`src/rtl/game_flow_control.sv`:
```
// Game flow sequencer: welcome screen, play, game-over/win end screens,
// flipper selection, high-score tracking and per-state pixel selection.
module game_flow_control #(
    parameter logic [15:0] WIN_SCORE        = 16'd999,
    parameter int          OVER_HOLD_FRAMES = 120,
    parameter int          SETTLE_FRAMES    = 2
) (
    input  logic        clk,
    input  logic        resetN,
    input  logic        startOfFrame,
    input  logic        key5IsPressed,
    input  logic        key3IsPressed,
    input  logic [3:0]  life,
    input  logic [15:0] score,
    input  logic [7:0]  RGB_screen_start,
    input  logic [7:0]  RGB_screen_main,
    input  logic [7:0]  RGB_screen_end,
    output logic        start,
    output logic        flipperType,
    output logic [1:0]  screenState,
    output logic [15:0] highScore,
    output logic [7:0]  RGB_out
);

    localparam int MAX_FRAMES = (OVER_HOLD_FRAMES > SETTLE_FRAMES) ? OVER_HOLD_FRAMES : SETTLE_FRAMES;
    localparam int CNT_W      = (MAX_FRAMES < 1) ? 1 : $clog2(MAX_FRAMES + 1);
    localparam logic [CNT_W-1:0] HOLD_MAX   = CNT_W'(OVER_HOLD_FRAMES);
    localparam logic [CNT_W-1:0] SETTLE_MAX = CNT_W'(SETTLE_FRAMES);

    typedef enum logic [1:0] {
        START     = 2'd0,
        PLAYING   = 2'd1,
        GAME_OVER = 2'd2,
        WIN       = 2'd3
    } gameStateT;

    gameStateT        state;
    logic [CNT_W-1:0] frameCnt;
    logic             key5Prev;
    logic             key3Prev;
    logic             key5Armed;
    logic             key3Armed;
    logic             key5Press;
    logic             key3Press;

    // A key only becomes armed once it has been seen released after reset,
    // so a key held through reset release cannot trigger a press.
    assign key5Press   = key5IsPressed & ~key5Prev & key5Armed;
    assign key3Press   = key3IsPressed & ~key3Prev & key3Armed;
    assign screenState = state;

    always_ff @(posedge clk) begin
        if (!resetN) begin
            state       <= START;
            start       <= 1'b0;
            flipperType <= 1'b0;
            highScore   <= 16'd0;
            RGB_out     <= 8'd0;
            frameCnt    <= '0;
            key5Prev    <= 1'b0;
            key3Prev    <= 1'b0;
            key5Armed   <= 1'b0;
            key3Armed   <= 1'b0;
        end else begin
            key5Prev  <= key5IsPressed;
            key3Prev  <= key3IsPressed;
            key5Armed <= key5Armed | ~key5IsPressed;
            key3Armed <= key3Armed | ~key3IsPressed;
            start     <= 1'b0;

            case (state)
                START:   RGB_out <= RGB_screen_start;
                PLAYING: RGB_out <= RGB_screen_main;
                default: RGB_out <= RGB_screen_end;
            endcase

            case (state)
                START: begin
                    if (key3Press)
                        flipperType <= ~flipperType;
                    if (key5Press) begin
                        start    <= 1'b1;
                        state    <= PLAYING;
                        frameCnt <= '0;
                    end
                end
                // Winning is checked first so it beats a simultaneous loss.
                PLAYING: begin
                    if (score >= WIN_SCORE) begin
                        state    <= WIN;
                        frameCnt <= '0;
                        if (score > highScore)
                            highScore <= score;
                    end else if (life == 4'd0 && frameCnt == SETTLE_MAX) begin
                        state    <= GAME_OVER;
                        frameCnt <= '0;
                        if (score > highScore)
                            highScore <= score;
                    end else if (startOfFrame && frameCnt < SETTLE_MAX) begin
                        frameCnt <= frameCnt + CNT_W'(1);
                    end
                end
                GAME_OVER, WIN: begin
                    if (key5Press && frameCnt == HOLD_MAX)
                        state <= START;
                    else if (startOfFrame && frameCnt < HOLD_MAX)
                        frameCnt <= frameCnt + CNT_W'(1);
                end
                default: state <= START;
            endcase
        end
    end

endmodule

```
`config.mk`:
```
export PLATFORM = sky130hd
export DESIGN_NAME = game_flow_control
export DESIGN_NICKNAME = d
export VERILOG_FILES = /design/src/rtl/game_flow_control.sv
export SDC_FILE = /design/constraint.sdc
export NUM_CORES = 1
export LEC_CHECK = 0
export BUFFER_PORTS_ARGS = -buffer_cell sky130_fd_sc_hd__buf_2
export CAP_MARGIN = 10
export CORE_UTILIZATION = 30
export CTS_CLUSTER_SIZE = 10
export DETAILED_ROUTE_END_ITERATION = 6
export RECOVER_POWER = 50
export SYNTH_ARGS = -nofsm -noshare
export SYNTH_HDL_FRONTEND = slang
export SYNTH_SLANG_ARGS = --single-unit
```
`constraint.sdc`:
```
create_clock -name clk -period 6.1 [get_ports clk]
set_clock_uncertainty 0.2 [all_clocks]
set_input_delay 1.22 -clock clk [delete_from_list [all_inputs] [get_ports clk]]
set_output_delay 1.22 -clock clk [all_outputs]
set_load 0.05 [all_outputs]
```
Word-level counts from Yosys, hierarchy flattened. Cells that the tools add are included.

Add/sub/neg operators: 1. Magnitude comparators: 4. Equal/unequal tests: 11. Muxes and demuxes: 17. Bitwise gates (word level): 11. Reductions and logical operators: 13.

Operators with widths (count): 16-bit 2-to-1 mux (3); 7-bit 2-to-1 mux (6); 7-bit case mux with 3 select lines (1); 16-bit by 10-bit >= comparator with 1-bit output (second input constant) (1); 16-bit greater-than comparator (1); 8-bit case mux with 2 select lines (1); 2-bit 2-to-1 mux (4); 2-bit != test (second input constant) (4); 7-bit by 1-bit adder with 7-bit output (second input constant) (1); 7-bit by 2-bit equality test with 1-bit output (second input constant) (1); 7-bit equality test (second input constant) (1); 7-bit by 2-bit < comparator with 1-bit output (second input constant) (1); 7-bit < comparator (second input constant) (1); 2-bit case mux with 3 select lines (1); 2-bit AND reduction (3); 1-bit inverter (5); 1-bit AND (4); 2-bit equality test (second input constant) (2); 1-bit logical AND (4); 4-bit zero test (1); 4-bit != test (second input constant) (1); 4-bit AND reduction (1); 3-bit != test (second input constant) (1); 3-bit AND reduction (1); 6 further kinds (7).

Register bits after elaboration: 39. Input port bits: 49.

Longest topological paths before layout. Gate-level depths: netlist of the first run.

Depth after elaboration: 6. Depth in mapped cells: 8. Mapped depth without buffers: 7.

Least setup slack after synthesis of the first run. OpenSTA, ideal clock, no wires.

Path kind: input-to-reg. Start: input score[15]. End: register highScore[0]. Arrival time: 2.987 ns. Data required time: 5.828 ns. Path slack: 2.842 ns. Cell stages on the path: 7. Buffers on the path: 1. Cell sequence: ha_1 nand4_1 nor4_1 a21bo_2 a211oi_4 buf_8 mux2i_1.

Cells in the longest elaborated chain, start to end: 4. Elaborated cells on any way between the ends: 7.

RTL lines: start, declared (RTL line 14) `input logic [15:0] score,`; 16-bit greater-than comparator (RTL line 92, 97); 16-bit 2-to-1 mux (2 in a row); 16-bit 2-to-1 mux (RTL line 89) `if (score >= WIN_SCORE) begin`; end signal, assigned (RTL line 93) `highScore <= score;`; end signal, assigned (RTL line 98) `highScore <= score;`; end, declared (RTL line 21) `output logic [15:0] highScore,`.

Several ways; a longest one is shown, not always the timed one. The select of a mux whose other input is x is not followed. A chain may end at the register's enable or synchronous reset.

==> impl_metrics.yaml, run 1 <==
run_status:
  status: "finished, violations left"
  violations: "capacitance limit, slew limit"
pwr:
  power_frac_comb_pct: 18.8
  p_int_uw: 472
  switching_power_uw: 184
  p_leak_uw: 0.00110
  p_clk_share_pct: 39.0
  irDropWorstVdd_mv: 0.112
  swShare_pct: 28.1
  pwr-share-seq_pct: 42.2
  p_per_area_nw_per_um2: 235
final_layout:
  postLayoutCoreUtil_pct: 38.5
  area_delta_synth_final_pct: 23.9
  finalNetCount: 408
  fillers: 778
  drive_gt1_share_pct: 18.4
  antenna_cells: 0
timing:
  rsz0062_at_grt: "false"
  fin_crit_sh_pct: 70.5
  setup_viol: 0
  worst_slew_pin_slew_ns: 1.69
  tns_ns: 0
  maxSlewHeadroom_pct: -12.8
  drv_slew: 43
  fmax_mhz: 233
  timing_hold_violations_final: 0
  finalCriticalPeriod_ns: 4.30
placed_design:
  io_buffers: 76
  place_congestion: 0.772
  hpwl_mm: 3.93
clock_network:
  post_cts_buffers: 0
  cts_buffers: 5
  clock_latency_ns: 0.29
  clockRootBuffer: "clkbuf_8"
  cts_tree: "built"
  h-tree-depth: 2
  cts_resized: 0
  clkTransAtPathRegs_ns: 0.08
  cts_hold_buffers: 0
  cts_sinks: 39
  clock_path_buffers: 2
synthesis:
  ys.warnings.count: 0
  synth.most_common_cell: "nand2_1"
  synth_area_leaders: "dfxtp_1, mux2i_1, ha_1"
  synthTopCellsByCount: "nand2_1, dfxtp_1, mux2i_1"
  syn-instance-count: 271
  ys_seq_area_share_pct: 34.6
  ys_async_sr_fraction_pct: 0
  synth_edf_count: 0
  synth_nets: 338
  synth_top_area_share_pct: 34.6
  yosys_most_used_dff: "dfxtp_1"
  avgSynthCellArea_um2: 8.32
  synth.distinct_cells: 40
  synth_seq_cells: 39
  yosysTopAreaCell: "dfxtp_1"
  synth_area_um2: 2260
global_routing:
  grt_usage_pct: 13.2
  grt_pass1_vias: 1778
  grt-ovfl-total: 0
  antenna_found_initial: 0
  grt_max_degree: 43
  grt_pass1_wl_mm: 8.14
setup_path:
  cp-start-kind: "input pin"
  arrival_ns: 4.32
  r2r-start: "highScore[15]$_SDFFE_PN0P_"
  worstSetupPathType: "input pin to flop"
  critPathRequiredTime_ns: 6.12
  cp-startpoint: "resetN"
  critical_path_peak_fanout: 42
  cp-end-kind: "flop"
route:
  avgRoutedWirePerCell_um: 11.8
  dr_total_vias: 2036
  via_per_inst: 4.62
  drc: 0
  firstDrtPassIters: 4
  ant_nets: 0
  drt_iter0_drc: 84
  wl_mm: 5.21
floorplanning:
  rows: 31
  coreArea_um2: 7250
  die_h_um: 88.7
  die_area_um2: 7870
  io_pins: 77
  initial_core_util_pct: 31.1
  die_w_um: 88.7
worst_hold_path:
  worstHoldStart: "key5Armed$_SDFF_PN0_"
  hold_path.class: "flop to flop"
flow_run:
  cap_violations: 1
[final timing paths]
check,endpoint,slack (ns),cells after the start
worst max-delay path,frameCnt[5]$_SDFFE_PN0P_,1.80,5
worst min-delay path,key5Armed$_SDFF_PN0_,0.26,2
worst max register to register,highScore[10]$_SDFFE_PN0P_,3.08,7
worst min register to register,key5Armed$_SDFF_PN0_,0.26,2
[per-layer routing]
metal / share of wire (%) / up-vias / track usage [%]
met5: 0 / - / 0
met2: 46 / 34 / 21.5
li1: - / 1084 / -
met1: 50 / 914 / 17.9
met4: 1.1 / 0 / 4.40
met3: 3.2 / 4 / 2.05
[kinds of logic after synthesis]
kind of cell / count (synthesis) / share of synthesized area [%]
multiplexers: 25 / 11.1
XOR/XNOR: 1 / 0.388
adder cells (fa/ha/maj): 18 / 9.98
flip-flops: 39 / 34.6
AND/OR/NAND/NOR: 101 / 21.7
buffers and inverters: 37 / 6.82
AO/OA/AOI/OAI: 50 / 15.4
[layout by cell type, fill, tap and decap left out, types with 2 or more instances in the layout]
cell,count
ha_1,18
nor4_1,6
buf_2,49
o41ai_1,2
and2_1,4
dfxtp_1,39
nand4_1,4
nand3_1,7
nand2b_1,2
nand2_1,43
o211ai_1,9
o22ai_1,2
inv_1,24
a21oi_1,20
mux2i_1,25
nand3b_1,2
clkbuf_1,28
clkbuf_8,5
a21o_1,3
or2_2,2
nor2_1,22
bufinv_16,2
o21ai_0,6
a221oi_1,2
[worst max-delay path, cell delays in order]
cell and delay [ns]:
clkbuf_1 1.20, inv_1 0.70, o41ai_1 0.89, o211ai_1 0.17, o211ai_1 0.13
[layout make-up]
cell class | count | area, µm² | share of cell area [%]
Tap cell | 99 | 124 | 4.43
Clock inverter | 2 | 60.1 | 2.15
Clock buffer | 6 | 72.6 | 2.60
Multi-Input combinational cell | 195 | 1320 | 47.3
Timing Repair Buffer | 76 | 347 | 12.4
Inverter | 24 | 90.1 | 3.22
Sequential cell | 39 | 781 | 27.9
[per-stage QoR]
| step | hold slack, ns | setup slack [ns] | cells | cell area, µm² | power (µW) |
|---|---|---|---|---|---|
| detailed placement | 0.244 | 2.11 | 433 | 2700 | 409 |
| floorplan | 0.230 | 2.84 | 271 | 2260 | 370 |
| global placement | 0.237 | 2.27 | 433 | 2700 | 408 |
| CTS | 0.256 | 2.43 | 441 | 2830 | 665 |
| finish | 0.256 | 1.80 | 441 | 2800 | 656 |
| global route | 0.274 | 1.41 | 441 | 2800 | 690 |
[flip-flops by register name, indices dropped and copies added, names as in the netlist]
name         count
screenState      2
highScore       16
flipperType      1
key5Prev         1
key5Armed        1
start            1
key3Armed        1
frameCnt         7
key3Prev         1
RGB_out          8
[power by group through the flow]
stage	Combinational (µW)	Clock [µW]	Sequential, µW
finish	123	256	277
CTS	127	262	277
global route	136	275	279
floorplan	58.3	0	312
detailed placement	126	0	283
global placement	125	0	282
No activity file was read; power rests on OpenSTA's default activity.
==> run 2, diff against run 1 <==
- clock period: 6.1 -> 4.2 ns (I/O delays scaled with it)
==> run 2 against run 1 <==
  * Critical endpoint unchanged
  * Combinational power grew 48%
  * First-iteration DRC count shrank 19%
  * Largest cell class unchanged
  * Final area grew 0.18%
  * The run still ends with capacitance limit, slew limit left
  * Non-clock buffer count grew 3
  * Register-to-register slack lost 1.7 ns
  * Sequential share of layout area is essentially flat
  * Cell count grew 0.68%
==> impl_metrics.yaml, run 2 (synthesis gave the netlist of run 1 again) <==
final_layout:
  antenna_cells: 0
  largest_register: "highScore"
  top_regs: "highScore: 16 flops, RGB_out: 8 flops, frameCnt: 7 flops"
  largest_reg_flops: 16
  seq_area_um2: 781
  fillers: 773
  area_delta_synth_final_pct: 24.1
  multi_input_area_um2: 1320
  final_common_cell: "buf_2"
  drive_gt1_share_pct: 21.2
  finalNetCount: 411
  final_cell_mix: "buf_2, nand2_1, dfxtp_1"
setup_path:
  cp-end-kind: "flop"
  worstSetupPathType: "input pin to flop"
  r2r-start: "highScore[15]$_SDFFE_PN0P_"
  cp-start-kind: "input pin"
  arrival_ns: 3.38
  reg2reg_depth: 8
  r2r-end: "highScore[6]$_SDFFE_PN0P_"
  critical_path_peak_fanout: 42
  reg2reg_slack_ns: 1.40
  critPathRequiredTime_ns: 4.21
placed_design:
  hpwl_mm: 4.04
  place_congestion: 0.749
  io_buffers: 76
  place_ws_ns: 0.788
floorplanning:
  coreArea_um2: 7250
  initial_core_util_pct: 31.1
  die_area_um2: 7870
  die_h_um: 88.7
  rows: 31
  io_pins: 77
  die_w_um: 88.7
route:
  dr_total_vias: 2071
  ant_nets: 0
  firstDrtPassIters: 4
  drt_iter0_drc: 68
  via_per_inst: 4.66
  wl_mm: 5.25
  drc: 0
  avgRoutedWirePerCell_um: 11.8
run_status:
  status: "finished, violations left"
  violations: "capacitance limit, slew limit"
timing:
  worst_slew_pin_slew_ns: 1.66
  layout_setup_ws_ns: 0.835
  fmax_mhz: 297
  timing_hold_violations_final: 0
  tns_ns: 0
  fin_crit_sh_pct: 80.1
  setup_viol: 0
  drv_slew: 43
  finalCriticalPeriod_ns: 3.36
  rsz0062_at_grt: "false"
  maxSlewHeadroom_pct: -10.9
clock_network:
  clock_latency_ns: 0.29
  cts_sinks: 39
  post_cts_buffers: 0
  cts_tree: "built"
  cts_buffers: 5
  cts_resized: 0
  clock_path_buffers: 2
  h-tree-depth: 2
  clkTransAtPathRegs_ns: 0.08
  cts_hold_buffers: 0
  clockRootBuffer: "clkbuf_8"
global_routing:
  grt-ovfl-total: 0
  grt_pass1_wl_mm: 8.25
  grt_usage_pct: 13.3
  grt_max_degree: 43
  antenna_found_initial: 0
  grt_pass1_vias: 1762
flow_run:
  cap_violations: 1
worst_hold_path:
  min_path_cells: 2
  hold_end: "key3Armed$_SDFF_PN0_"
  hold_path.class: "flop to flop"
  worstHoldStart: "key3Armed$_SDFF_PN0_"
pwr:
  irDropWorstVdd_mv: 0.171
  p_per_area_nw_per_um2: 321
  p_leak_uw: 0.00113
## run 2: how the worst max path moves through the flow
stage / from / end / slack [ns]
finish: resetN / frameCnt[5]$_SDFFE_PN0P_ / 0.84
global route: resetN / frameCnt[6]$_SDFFE_PN0P_ / 0.51
CTS: score[15] / highScore[6]$_SDFFE_PN0P_ / 1.12
global placement: score[15] / highScore[6]$_SDFFE_PN0P_ / 0.99
detailed placement: score[15] / highScore[6]$_SDFFE_PN0P_ / 0.79
floorplan: score[15] / highScore[0]$_SDFFE_PN0P_ / 1.32
## run 2: through the flow
step	hold slack, ns	utilization [%]	cell area, µm²	power, µW	instances
3_3_place_gp	0.237	37.5	2720	594	436
2_1_floorplan	0.230	-	2260	538	271
5_1_grt	0.275	38.6	2800	948	444
4_1_cts	0.255	39.0	2830	917	444
6_report	0.252	38.6	2800	900	444
3_5_place_dp	0.242	37.5	2720	597	436
## run 2: routing by layer
| layer | share of wire [%] | global-route usage (%) |
|---|---|---|
| met4 | 1.4 | 4.84 |
| met1 | 49 | 18.3 |
| met2 | 47 | 21.3 |
| met3 | 2.6 | 1.59 |
| met5 | 0 | 0 |
## run 2: power by group
part	switching (µW)	leakage [µW]	total, µW	internal [µW]
clock	140	0.0000581	317	177
sequential	15.3	0.000319	402	386
combinational	119	0.000756	182	62.6
## run 2: final cells by class
cell class	instances	share of cell area [%]
multi-input cells	195	47.2
flip-flops and latches	39	27.9
repair buffers	79	13.3
well taps	99	4.42
inverters	24	3.22
clock buffers	5	2.46
clock inverters	3	1.56
## run 2: worst max-delay path, stage by stage
cell      delay, ns
buf_2          0.08
clkbuf_1       1.19
inv_1          0.15
o41ai_1        0.79
o211ai_1       0.18
o211ai_1       0.14
